### config.mk
export PLATFORM = sky130hd
export DESIGN_NAME = dispatch_lane_arbiter
export DESIGN_NICKNAME = d
export VERILOG_FILES = /design/src/rtl/dispatch_lane_arbiter.sv
export SDC_FILE = /design/constraint.sdc
export NUM_CORES = 1
export LEC_CHECK = 0
export BUFFER_PORTS_ARGS = -buffer_cell sky130_fd_sc_hd__buf_2
export CAP_MARGIN = 25
export CORE_AREA = 3 3 525 527
export DETAILED_ROUTE_END_ITERATION = 8
export DIE_AREA = 0 0 528 530
export GPL_ROUTABILITY_DRIVEN = 0
export PLACE_DENSITY_LB_ADDON = 0.3
export SETUP_SLACK_MARGIN = 0.5
export SLEW_MARGIN = 20
export SYNTH_ARGS = -nofsm -noshare
export SYNTH_HDL_FRONTEND = slang
export SYNTH_SLANG_ARGS = --single-unit
### constraint.sdc
create_clock -name clk -period 12.7 [get_ports clk]
set_input_delay 1.27 -clock clk [delete_from_list [all_inputs] [get_ports clk]]
set_output_delay 1.27 -clock clk [all_outputs]
set_load 0.02 [all_outputs]
### src/rtl/dispatch_lane_arbiter.sv
// ============================================================================
// Module      : dispatch_lane_arbiter
// Description : Round-robin arbiter sharing one registered dispatch port among
//               NUM_REQS issue slices, with lock-through of vector sequences.
// Revision    : 1.0  initial release
// ============================================================================
`default_nettype none

module dispatch_lane_arbiter #(
    parameter int NUM_REQS   = 4,
    parameter int DATA_WIDTH = 256,
    localparam int SEL_W     = (NUM_REQS > 1) ? $clog2(NUM_REQS) : 1
) (
    input  logic                           clk,
    input  logic                           reset,
    input  logic [NUM_REQS-1:0]            req_valid,
    input  logic [NUM_REQS*DATA_WIDTH-1:0] req_data,
    input  logic [NUM_REQS-1:0]            req_lock,
    input  logic [NUM_REQS-1:0]            req_last,
    output logic [NUM_REQS-1:0]            req_ready,
    output logic                           out_valid,
    output logic [DATA_WIDTH-1:0]          out_data,
    output logic [SEL_W-1:0]               out_sel,
    input  logic                           out_ready,
    output logic                           locked,
    output logic [31:0]                    stall_cnt
);

    localparam logic [SEL_W:0]   c_NUM_EXT = (SEL_W+1)'(NUM_REQS);
    localparam logic [SEL_W-1:0] c_LAST_IDX = SEL_W'(NUM_REQS - 1);

    logic [SEL_W-1:0]      r_rr_ptr;
    logic                  r_locked;
    logic [SEL_W-1:0]      r_lock_idx;
    logic                  r_out_valid;
    logic [DATA_WIDTH-1:0] r_out_data;
    logic [SEL_W-1:0]      r_out_sel;
    logic [31:0]           r_stall_cnt;

    logic [DATA_WIDTH-1:0] w_req_data [NUM_REQS];
    logic                  w_any_grant;
    logic [SEL_W-1:0]      w_grant_idx;
    logic [SEL_W:0]        w_sum;
    logic [SEL_W-1:0]      w_cand;
    logic                  w_can_load;
    logic                  w_load;
    logic                  w_opens_lock;
    logic [SEL_W-1:0]      w_next_ptr;

    generate
        for (genvar i = 0; i < NUM_REQS; i++) begin : g_unpack
            assign w_req_data[i] = req_data[i*DATA_WIDTH +: DATA_WIDTH];
            assign req_ready[i]  = !reset && w_load && (w_grant_idx == SEL_W'(i));
        end
    endgenerate

    // Offsets are scanned from farthest to nearest so the last hit is the
    // nearest valid requester at or after the round-robin pointer.
    always_comb begin
        w_any_grant = 1'b0;
        w_grant_idx = '0;
        w_sum       = '0;
        w_cand      = '0;
        if (r_locked) begin
            w_any_grant = req_valid[r_lock_idx];
            w_grant_idx = r_lock_idx;
        end else begin
            for (int k = NUM_REQS - 1; k >= 0; k--) begin
                w_sum = {1'b0, r_rr_ptr} + (SEL_W+1)'(k);
                if (w_sum >= c_NUM_EXT) begin
                    w_sum = w_sum - c_NUM_EXT;
                end
                w_cand = w_sum[SEL_W-1:0];
                if (req_valid[w_cand]) begin
                    w_any_grant = 1'b1;
                    w_grant_idx = w_cand;
                end
            end
        end
    end

    assign w_can_load   = !r_out_valid || out_ready;
    assign w_load       = w_can_load && w_any_grant;
    assign w_opens_lock = req_lock[w_grant_idx] && !req_last[w_grant_idx];
    assign w_next_ptr   = (w_grant_idx == c_LAST_IDX) ? '0 : w_grant_idx + 1'b1;

    always_ff @(posedge clk or posedge reset) begin
        if (reset) begin
            r_rr_ptr    <= '0;
            r_locked    <= 1'b0;
            r_lock_idx  <= '0;
            r_out_valid <= 1'b0;
            r_out_data  <= '0;
            r_out_sel   <= '0;
            r_stall_cnt <= '0;
        end else begin
            if (r_out_valid && !out_ready) begin
                r_stall_cnt <= r_stall_cnt + 32'd1;
            end
            if (w_load) begin
                r_out_valid <= 1'b1;
                r_out_data  <= w_req_data[w_grant_idx];
                r_out_sel   <= w_grant_idx;
                if (w_opens_lock) begin
                    r_locked   <= 1'b1;
                    r_lock_idx <= w_grant_idx;
                end else begin
                    r_locked <= 1'b0;
                    r_rr_ptr <= w_next_ptr;
                end
            end else if (r_out_valid && out_ready) begin
                r_out_valid <= 1'b0;
            end
        end
    end

    assign out_valid = r_out_valid;
    assign out_data  = r_out_data;
    assign out_sel   = r_out_sel;
    assign locked    = r_locked;
    assign stall_cnt = r_stall_cnt;

endmodule

`default_nettype wire

-- After elaboration in Yosys (flattened, before gate mapping)
Cells that the tools add are included.
- register bits: 296
- bits in read-only memories: 0
- word-level logic and storage cells: 89
- bits in latches: 0
- memory bits (writable): 0
- memories kept: 0
- $add $sub $neg: 9
- shift-type cells: 0
- $lt $le $gt $ge: 11
- eq/ne operators: 3
- reduce and logical (&&, ||, !) cells: 18
- divide/modulo/power cells: 0
- mux-type cells: 39
- $mul: 0
- bitwise logic cells: 2
- operators with widths (operator ; count):
    256-bit binary-select mux with 2-bit select ; 1
    256-bit 2-to-1 mux ; 2
    32-bit by 1-bit adder with 32-bit output (second input constant) ; 1
    2-bit 2-to-1 mux ; 14
    2-bit by 3-bit < comparator with 1-bit output (second input constant) ; 6
    1-bit 2-to-1 mux ; 15
    1-bit binary-select mux with 2-bit select ; 7
    3-bit >= comparator (second input constant) ; 4
    1-bit logical AND ; 9
    2-bit by 1-bit subtractor with 2-bit output (second input constant) ; 4
    2-bit by 2-bit adder with 3-bit output (second input constant) ; 2
    2-bit == test (second input constant) ; 2
    1-bit zero test ; 4
    2-bit AND reduction ; 2
    2-bit by 1-bit adder with 3-bit output (second input constant) ; 1
    2-bit by 3-bit >= comparator with 1-bit output (second input constant) ; 1
    2-bit inverter with 3-bit output ; 1
    2-bit by 1-bit adder with 2-bit output (second input constant) ; 1
    2-bit by 1-bit == test with 1-bit output (second input constant) ; 1
    2-bit zero test ; 1
    2-bit nonzero test ; 1
    1-bit logical OR ; 1
    1-bit inverter ; 1

-- Longest topological paths before layout
Gate-level depths: netlist (run 1).
- depth in word-level cells: 17
- mapped depth: 11
- gate-level depth less buffers: 8

-- Worst setup path after synthesis (run 1)
OpenSTA, ideal clock, no wires.
- path kind: in2out
- start point: input port req_valid[1]
- end point: output port req_ready[2]
- setup slack: 8.392 ns
- buffers on the path: 3
- cell stages on the path: 10
- arrival time: 3.038 ns
- cell sequence: a21boi_1 o21bai_1 a21oi_1 o21a_1 buf_4 inv_2 buf_2 buf_4 ha_1 nor3b_1
- RTL lines (what ; RTL line ; RTL):
    start, declared ; 16 ; input logic [NUM_REQS-1:0] req_valid,
    1-bit binary-select mux with 2-bit select ; 74 ; if (req_valid[w_cand]) begin
    1-bit 2-to-1 mux (implied by the code) ; 74 ;
    2-bit 2-to-1 mux (3 in a row) ; 74 ;
    2-bit 2-to-1 mux (*) ; 74 ;
    2-bit 2-to-1 mux (*) ; 64 ; if (r_locked) begin
    via w_grant_idx[0] ; 42 ; logic [SEL_W-1:0] w_grant_idx;
    2-bit == test (*) ; 53 ; assign req_ready[i] = !reset && w_load && (w_grant_idx == SEL_W'(i));
    1-bit logical AND (*) ; 53 ;
    end, declared ; 20 ; output logic [NUM_REQS-1:0] req_ready,
The timed path passes the listed nets; every way through them passes the cells marked *. The select of a mux whose other input is x is not followed.

-- Worst setup path after layout (run 1)
- start point: input port req_valid[3]
- end point: register r_out_data[214] (netlist: out_data[214])
- cells in the longest elaborated chain, start to end: 11
- RTL lines (what ; RTL line ; RTL):
    1-bit binary-select mux with 2-bit select ; 74 ;
    1-bit 2-to-1 mux (implied by the code) ; 74 ;
    2-bit 2-to-1 mux (4 in a row) ; 74 ;
    2-bit 2-to-1 mux ; 64 ;
    2-bit inverter with 3-bit output (implied by the code) ; 102 ; r_out_data <= w_req_data[w_grant_idx];
    256-bit binary-select mux with 2-bit select ; 102 ;
    256-bit 2-to-1 mux (implied by the code) (2 in a row) ; 102 ;
    end signal, assigned ; 102 ;
    end, declared ; 36 ; logic [DATA_WIDTH-1:0] r_out_data;
Several ways; a longest one is shown, not always the timed one. The select of a mux whose other input is x is not followed.
A chain may end at the register's enable or synchronous reset.

==> results of run 1 <==
-- cells by family after synthesis --
group,share of synthesized area
XOR/XNOR,0.0139
buffers and inverters,0.0434
adder cells (fa/ha/maj),0.00320
AND/OR/NAND/NOR,0.0721
AO/OA/AOI/OAI,0.0726
flip-flops,0.379
multiplexers,0.416
-- synthesized netlist by cell type, drive strengths merged --
master,number
a21o,1
nand4,6
ha,5
nor2b,5
xor2,4
nor3,2
xnor2,27
a22oi,1
o21bai,2
nor3b,5
o211ai,1
and3,8
a21bo,1
a211oi,1
o21ai,262
inv,7
nor4,2
mux4,2
buf,107
mux2i,516
o22ai,1
and2,3
a31oi,1
nand3,12
dfrtp,296
a32o,1
and3b,1
mux2,259
nor2,9
a21oi,3
o21a,1
clkbuf,39
nand2,284
nand2b,4
a21boi,1
and2b,1
-- routing by layer --
metal,vias to the layer above,GRT usage,wire (microns)
li1,9368,-,-
met2,1540,0.192,77900
met1,9742,0.130,64700
met5,-,0,1760
met4,258,0.0552,10800
met3,649,0.0966,31800
-- worst max-delay path: stages --
cell,delay (ps)
sky130_fd_sc_hd__buf_2,170
sky130_fd_sc_hd__and3b_1,190
sky130_fd_sc_hd__o21ai_1,120
sky130_fd_sc_hd__o211ai_1,130
sky130_fd_sc_hd__nand2_4,530
sky130_fd_sc_hd__buf_12,420
sky130_fd_sc_hd__buf_4,740
sky130_fd_sc_hd__buf_4,870
sky130_fd_sc_hd__mux2i_1,180
sky130_fd_sc_hd__mux2_1,320
sky130_fd_sc_hd__o21ai_1,130
-- registers in the layout, summed over array words and instances, names as in the netlist --
| signal | count |
|---|---|
| stall_cnt | 32 |
| r_rr_ptr | 2 |
| out_valid | 1 |
| locked | 1 |
| r_lock_idx | 2 |
| out_data | 256 |
| out_sel | 2 |
-- power groups by stage --
stage                     clock [W]  combinational (W)  sequential (W)
final                       0.00143            0.00527         0.00170
after global routing        0.00152            0.00571         0.00176
after CTS                   0.00151            0.00538         0.00171
after detailed placement          0            0.00537         0.00171
after global placement            0            0.00531         0.00171
after floorplan                   0            0.00329         0.00217
-- through the flow --
step,util,hold WS (ps),setup WS [ps]
after floorplan,-,480,3250
after global placement,0.111,458,7210
after detailed placement,0.111,468,7180
after CTS,0.117,483,7930
after global routing,0.118,501,7640
final,0.118,477,7830
-- area by class of cell --
cell class	count	area, sq um
Sequential cell	296	7410
Clock buffer	60	1300
Clock inverter	24	320
Timing Repair Buffer	1357	6890
Antenna cell	108	270
Multi-Input combinational cell	1432	11300
Fill cell	31500	239000
Tap cell	3570	4470
Inverter	7	41.3
-- worst max-delay path by stage --
stage	start	to	slack, ps	depth (start not counted)
CTS	req_valid[3]	out_data[215]$_DFFE_PP0P_	7930	11
detailed placement	req_valid[3]	out_data[215]$_DFFE_PP0P_	7180	11
global placement	req_valid[3]	out_data[216]$_DFFE_PP0P_	7210	11
finish	req_valid[3]	out_data[214]$_DFFE_PP0P_	7830	11
global route	req_valid[3]	out_data[220]$_DFFE_PP0P_	7640	11
floorplan	reset	locked$_DFFE_PP0P_	3250	1
==> summary.log, run 1 <==
INFO  power          pwr-share-seq=0.203
INFO  clock_tree     cts_tree=yes
INFO  detailed_routing avgViaCountPerCell=3.15
INFO  place          place.detailed.instances=6,662
INFO  final_layout   design.final.nets=4,183
INFO  yosys          post_synth_instance_area=19,500squm
INFO  critical_path  worst_r2r_startpoint=r_rr_ptr[1]$_DFFE_PP0P_
INFO  detailed_routing initialDrtViolationCount=1,143
INFO  floorplanning  initial_core_util=0.0721
INFO  timing         timing.final.setup_violations=0
INFO  final_layout   stdcell_count=6,854
INFO  power          netSwitchingFraction=0.474
INFO  floorplanning  core-area=271,000squm
INFO  critical_path  reg2reg_slack=7980ps
INFO  final_layout   design_area=32,000squm
INFO  critical_path  critPathCaptureType=flop
INFO  global_routing first_global_vias=21,200
INFO  timing         timing.final.hold_violations=0
INFO  power          finalPower=0.00841W
INFO  detailed_routing drc_errors=0
INFO  yosys          ys_seq_elements=296
INFO  yosys          yosysUniqueCellTypes=44
INFO  timing         finalSetupTns=0ps
INFO  timing         maxSlewHeadroom=0.231
INFO  detailed_routing wl=187,000microns
INFO  yosys          yosys_warnings=0
INFO  power          power.net_switching=0.00399W
INFO  global_routing grt_overflow=0
INFO  critical_path  rr_worst_depth=10
INFO  timing         finalWorstPathRequiredPeriod=4870ps
INFO  yosys          synthTopCellsByArea=sky130_fd_sc_hd__dfrtp_1 38%, sky130_fd_sc_hd__mux2i_1 26%, sky130_fd_sc_hd__mux2_2 11%, sky130_fd_sc_hd__o21ai_1 6.7%, sky130_fd_sc_hd__nand2_1 5.5%
INFO  status         run_status=finished, final reports clean
INFO  detailed_routing drt_first_pass_iters=5
INFO  clock_tree     cts-root-to-sink-buffers=3
INFO  min_path       timing.hold.worst.class=reg -> reg
INFO  min_path       whs_path_depth=2
INFO  clock_tree     cts_buffers=45
INFO  power          share_comb_of_total_power=0.627
INFO  yosys          synth_area_leader_cell=sky130_fd_sc_hd__dfrtp_1
INFO  final_layout   syn2layout_area_growth=63.7%
INFO  detailed_routing avgRoutedWirePerCell=27.3microns
INFO  timing         worst-slew-pin-transition=1120ps
INFO  timing         rsz0062_at_grt=false
INFO  clock_tree     htree_levels=2
INFO  detailed_routing drtAntennaViolNets=0
INFO  power          power.ir.vdd_worst=210uV
INFO  final_layout   final_common_cell=sky130_fd_sc_hd__buf_2
INFO  place          dp.final_hpwl=166,000microns
INFO  clock_tree     cts.clk_slew.worst_paths=60ps
INFO  timing         report.final.slew_viol_count=0
INFO  power          power_frac_clock=0.170
INFO  floorplanning  chipWidth=528microns
INFO  yosys          post_synth.cell_area_avg=10.4squm
INFO  critical_path  data_required_time_at_the_worst_endpoint=13,270ps
INFO  power          power.density_cell_area=263nW/um^2
INFO  job            cap_viol_max_count=0
INFO  final_layout   final_cell_mix=1,334 x sky130_fd_sc_hd__buf_2, 516 x sky130_fd_sc_hd__mux2i_1, 296 x sky130_fd_sc_hd__dfrtp_1
INFO  min_path       hold_path_end=out_data[173]$_DFFE_PP0P_
INFO  clock_tree     post-cts-setup-buffers=0
INFO  place          placement.io_buffers=1,334
INFO  yosys          synthDominantCellAreaShare=0.379
INFO  yosys          synth.net_count=2,925
INFO  critical_path  critical_path.max_fanout=66
INFO  critical_path  crit_path_start_kind=input port
INFO  clock_tree     cts_root_buffer=sky130_fd_sc_hd__clkbuf_16
INFO  global_routing antenna_found_initial=330
INFO  critical_path  worstPathArrival=5440ps
INFO  critical_path  timing.setup.critical_path_class=in -> reg
INFO  global_routing globalRouteTotalUtil=0.127
INFO  min_path       worst_hold_start=out_data[173]$_DFFE_PP0P_
INFO  floorplanning  fp.dieArea=280,000squm
INFO  detailed_routing detailroute.via_count=21,600
INFO  power          leakagePower=15.3nW
INFO  clock_tree     post_cts_resize_count=0
INFO  global_routing grt_start_max_net_pins=147
INFO  floorplanning  rows=191
INFO  clock_tree     clk_latency=670ps
INFO  yosys          syn-instance-count=1,881
INFO  global_routing grt_first_pass_wirelength=229,000microns
INFO  timing         min_period_over_period=0.384
INFO  floorplanning  floorplan.die.height=530microns
INFO  clock_tree     clkSinkCount=296
INFO  clock_tree     cts.hold.buffers_added=0
INFO  timing         final.setup_skew=36.2ps
INFO  critical_path  rr_endpoint=out_data[214]$_DFFE_PP0P_
INFO  power          power_report.internal_total=0.00442W
INFO  timing         max_clock_freq=0.205GHz
INFO  place          post_dp_cell_area=30,100squm
INFO  floorplanning  pin_count=1,335
INFO  final_layout   drive_gt1_frac=0.514
INFO  yosys          yosysSeqAreaShare=0.379
Power figures use the tool's default switching activity.
==> inputs of run 2 (changes only) <==
==> constraint.sdc (replaced) <==
create_clock -name clk -period 4.6 [get_ports clk]
set_input_delay 0.46 -clock clk [delete_from_list [all_inputs] [get_ports clk]]
set_output_delay 0.46 -clock clk [all_outputs]
set_load 0.02 [all_outputs]
==> run 2 against run 1 <==
Register-to-register slack worse by 6600 ps. Combinational power grew to 2.9 times the previous value. Clock power grew to 2.6 times the previous value. Flip-flop and latch count stayed put. Core utilization is 0.14 points higher.
==> summary.log, run 2 (same netlist as run 1, synthesis figures left out) <==
INFO  clock_tree     htree_levels=2
INFO  clock_tree     cts_root_buffer=sky130_fd_sc_hd__clkbuf_16
INFO  detailed_routing drc_errors=0
INFO  power          leakagePower=15.6nW
INFO  detailed_routing initialDrtViolationCount=1,199
INFO  critical_path  rr_endpoint=out_data[237]$_DFFE_PP0P_
INFO  floorplanning  chipWidth=528microns
INFO  critical_path  worst_path_max_delay_cell=sky130_fd_sc_hd__dfrtp_1
INFO  critical_path  worstPathArrival=3260ps
INFO  power          power_report.internal_total=0.0125W
INFO  detailed_routing avgRoutedWirePerCell=26.7microns
INFO  floorplanning  core-area=271,000squm
INFO  timing         timing.final.hold_violations=0
INFO  power          netSwitchingFraction=0.474
INFO  final_layout   drive_gt1_frac=0.518
INFO  global_routing globalRouteTotalUtil=0.124
INFO  power          power.density_cell_area=732nW/um^2
INFO  critical_path  reg2reg_slack=1350ps
INFO  timing         timing.final.setup_violations=0
INFO  critical_path  crit_path_start_kind=flop
INFO  critical_path  critPathCaptureType=output pin
INFO  detailed_routing detail_route.wirelength.met1=66,100microns
INFO  timing         min_period_over_period=0.809
INFO  critical_path  critical_path.max_fanout=26
INFO  detailed_routing top_signal_layer_used=met5
INFO  min_path       hold_path_end=out_data[217]$_DFFE_PP0P_
INFO  critical_path  critical_path.max_stage_delay=560ps
INFO  status         run_status=finished, final reports clean
INFO  power          pwr-share-seq=0.196
INFO  global_routing grt_first_pass_wirelength=225,000microns
INFO  place          setup_slack_after_placement=1230ps
INFO  detailed_routing drtAntennaViolNets=0
INFO  critical_path  rr_worst_depth=10
INFO  final_layout   design.final.nets=4,225
INFO  floorplanning  pin_count=1,335
INFO  timing         report.final.slew_viol_count=0
INFO  detailed_routing drt_first_pass_iters=5
INFO  final_layout   largest_reg_flops=256
INFO  global_routing antenna_found_initial=312
INFO  timing         maxSlewHeadroom=0.265
INFO  detailed_routing met3WireLength=29,000microns
INFO  floorplanning  floorplan.die.height=530microns
INFO  timing         finalWorstPathRequiredPeriod=3720ps
INFO  clock_tree     cts_tree=yes
INFO  detailed_routing met2_wl_post_dr=79,600microns
INFO  global_routing first_global_vias=21,300
INFO  final_layout   final.fill_count=31,500
INFO  critical_path  timing.setup.critical_path_class=reg -> out
INFO  power          power.ir.vdd_worst=442uV
INFO  floorplanning  fp.dieArea=280,000squm
INFO  critical_path  timing.critical_path.cells=nand2b_1 -> a21oi_1 -> o211ai_1 -> nand2_4 -> buf_12 -> inv_2 -> ha_1 -> nor3b_1 -> buf_2
INFO  power          power_frac_clock=0.156
INFO  final_layout   final_cell_mix=1,334 x sky130_fd_sc_hd__buf_2, 516 x sky130_fd_sc_hd__mux2i_1, 296 x sky130_fd_sc_hd__dfrtp_1
INFO  power          power.net_switching=0.0112W
INFO  power          share_comb_of_total_power=0.649
INFO  place          dp.final_hpwl=163,000microns
INFO  timing         worst-slew-pin-transition=1070ps
INFO  detailed_routing avgViaCountPerCell=3.15
INFO  final_layout   syn2layout_area_growth=65.7%
INFO  job            cap_viol_max_count=0
INFO  power          finalPower=0.0237W
INFO  clock_tree     cts-root-to-sink-buffers=3
INFO  timing         final.setup_skew=41.1ps
INFO  global_routing grt_overflow=0
INFO  clock_tree     cts.clk_slew.worst_paths=60ps
INFO  min_path       whs_path_depth=4
INFO  place          placement.io_buffers=1,334
INFO  detailed_routing wl=183,000microns
INFO  timing         finalSetupTns=0ps
INFO  clock_tree     post-cts-setup-buffers=0
INFO  clock_tree     cts_buffers=45
INFO  clock_tree     cts.hold.buffers_added=1
INFO  floorplanning  rows=191
INFO  timing         max_clock_freq=0.269GHz
INFO  timing         final.hold.worst_slack=221ps
INFO  critical_path  worst_r2r_startpoint=r_rr_ptr[1]$_DFFE_PP0P_
INFO  timing         setup_slack=879ps
INFO  clock_tree     post_cts_resize_count=0
INFO  floorplanning  initial_core_util=0.0721
INFO  final_layout   final_common_cell=sky130_fd_sc_hd__buf_2
INFO  critical_path  data_required_time_at_the_worst_endpoint=4140ps
INFO  min_path       worst_hold_start=req_data[985]
INFO  clock_tree     clkSinkCount=296
INFO  timing         rsz0062_at_grt=false
INFO  clock_tree     clk_latency=680ps
INFO  global_routing grt_start_max_net_pins=91
INFO  min_path       timing.hold.worst.class=in -> reg
INFO  detailed_routing detailroute.via_count=21,600
-- run 2: cell types whose count changed in the layout (fill, tap and decap cells not counted) --
cell | before | now
sky130_fd_sc_hd__clkbuf_8 | 12 | 11
sky130_fd_sc_hd__clkbuf_1 | 3 | 7
sky130_fd_sc_hd__dlygate4sd3_1 | 0 | 1
sky130_fd_sc_hd__diode_2 | 108 | 86
sky130_fd_sc_hd__clkinv_2 | 7 | 5
sky130_fd_sc_hd__bufinv_16 | 6 | 3
sky130_fd_sc_hd__buf_12 | 3 | 23
sky130_fd_sc_hd__buf_4 | 20 | 41
sky130_fd_sc_hd__clkinv_4 | 2 | 0
sky130_fd_sc_hd__inv_8 | 2 | 1
sky130_fd_sc_hd__inv_6 | 2 | 1
-- run 2: layer usage --
layer | global-route usage | up-vias
met5 | 0.00376 | -
met4 | 0.0379 | 218
met3 | 0.0838 | 558
met2 | 0.196 | 1492
met1 | 0.134 | 9911
li1 | - | 9422
-- run 2: power by group through the flow --
stage	Combinational [W]	Clock [W]	Sequential (W)
after floorplan	0.00909	0	0.00598
after global placement	0.0155	0	0.00464
after detailed placement	0.0157	0	0.00466
after CTS	0.0157	0.00388	0.00465
after global routing	0.0165	0.00394	0.00479
final	0.0154	0.00369	0.00464
-- run 2: worst max-delay path by stage --
stage	endpoint	depth (start not counted)	slack (ps)	startpoint
after floorplan	locked$_DFFE_PP0P_	1	210	reset
after global placement	out_data[236]$_DFFE_PP0P_	11	1250	req_valid[3]
after detailed placement	out_data[236]$_DFFE_PP0P_	11	1230	req_valid[3]
after CTS	req_ready[0]	9	700	r_rr_ptr[1]$_DFFE_PP0P_
after global routing	req_ready[0]	9	520	r_rr_ptr[1]$_DFFE_PP0P_
final	req_ready[0]	9	880	r_rr_ptr[1]$_DFFE_PP0P_
-- run 2: area by class of cell --
cell class | instances | area, sq um | area share
Inverter | 7 | 37.5 | 0.00116
Multi-Input combinational cell | 1432 | 11300 | 0.349
Sequential cell | 296 | 7410 | 0.229
Clock buffer | 63 | 1300 | 0.0403
Antenna cell | 86 | 215 | 0.00665
Clock inverter | 15 | 186 | 0.00576
Tap cell | 3570 | 4470 | 0.138
Timing Repair Buffer | 1399 | 7450 | 0.230
-- run 2: stage by stage --
step | utilization | cell area, sq um | std cells
after floorplan | - | 19500 | 1881
after global placement | 0.113 | 30700 | 6703
after detailed placement | 0.113 | 30700 | 6703
after CTS | 0.119 | 32200 | 6782
after global routing | 0.119 | 32300 | 6832
final | 0.119 | 32400 | 6868
-- run 2: critical path, delay by kind of cell (launching register included) --
family	cells	cell delay, ps
buf+inv	3	700
fa+ha+maj	1	150
simple gates	3	800
flops	1	560
compound gates	2	370
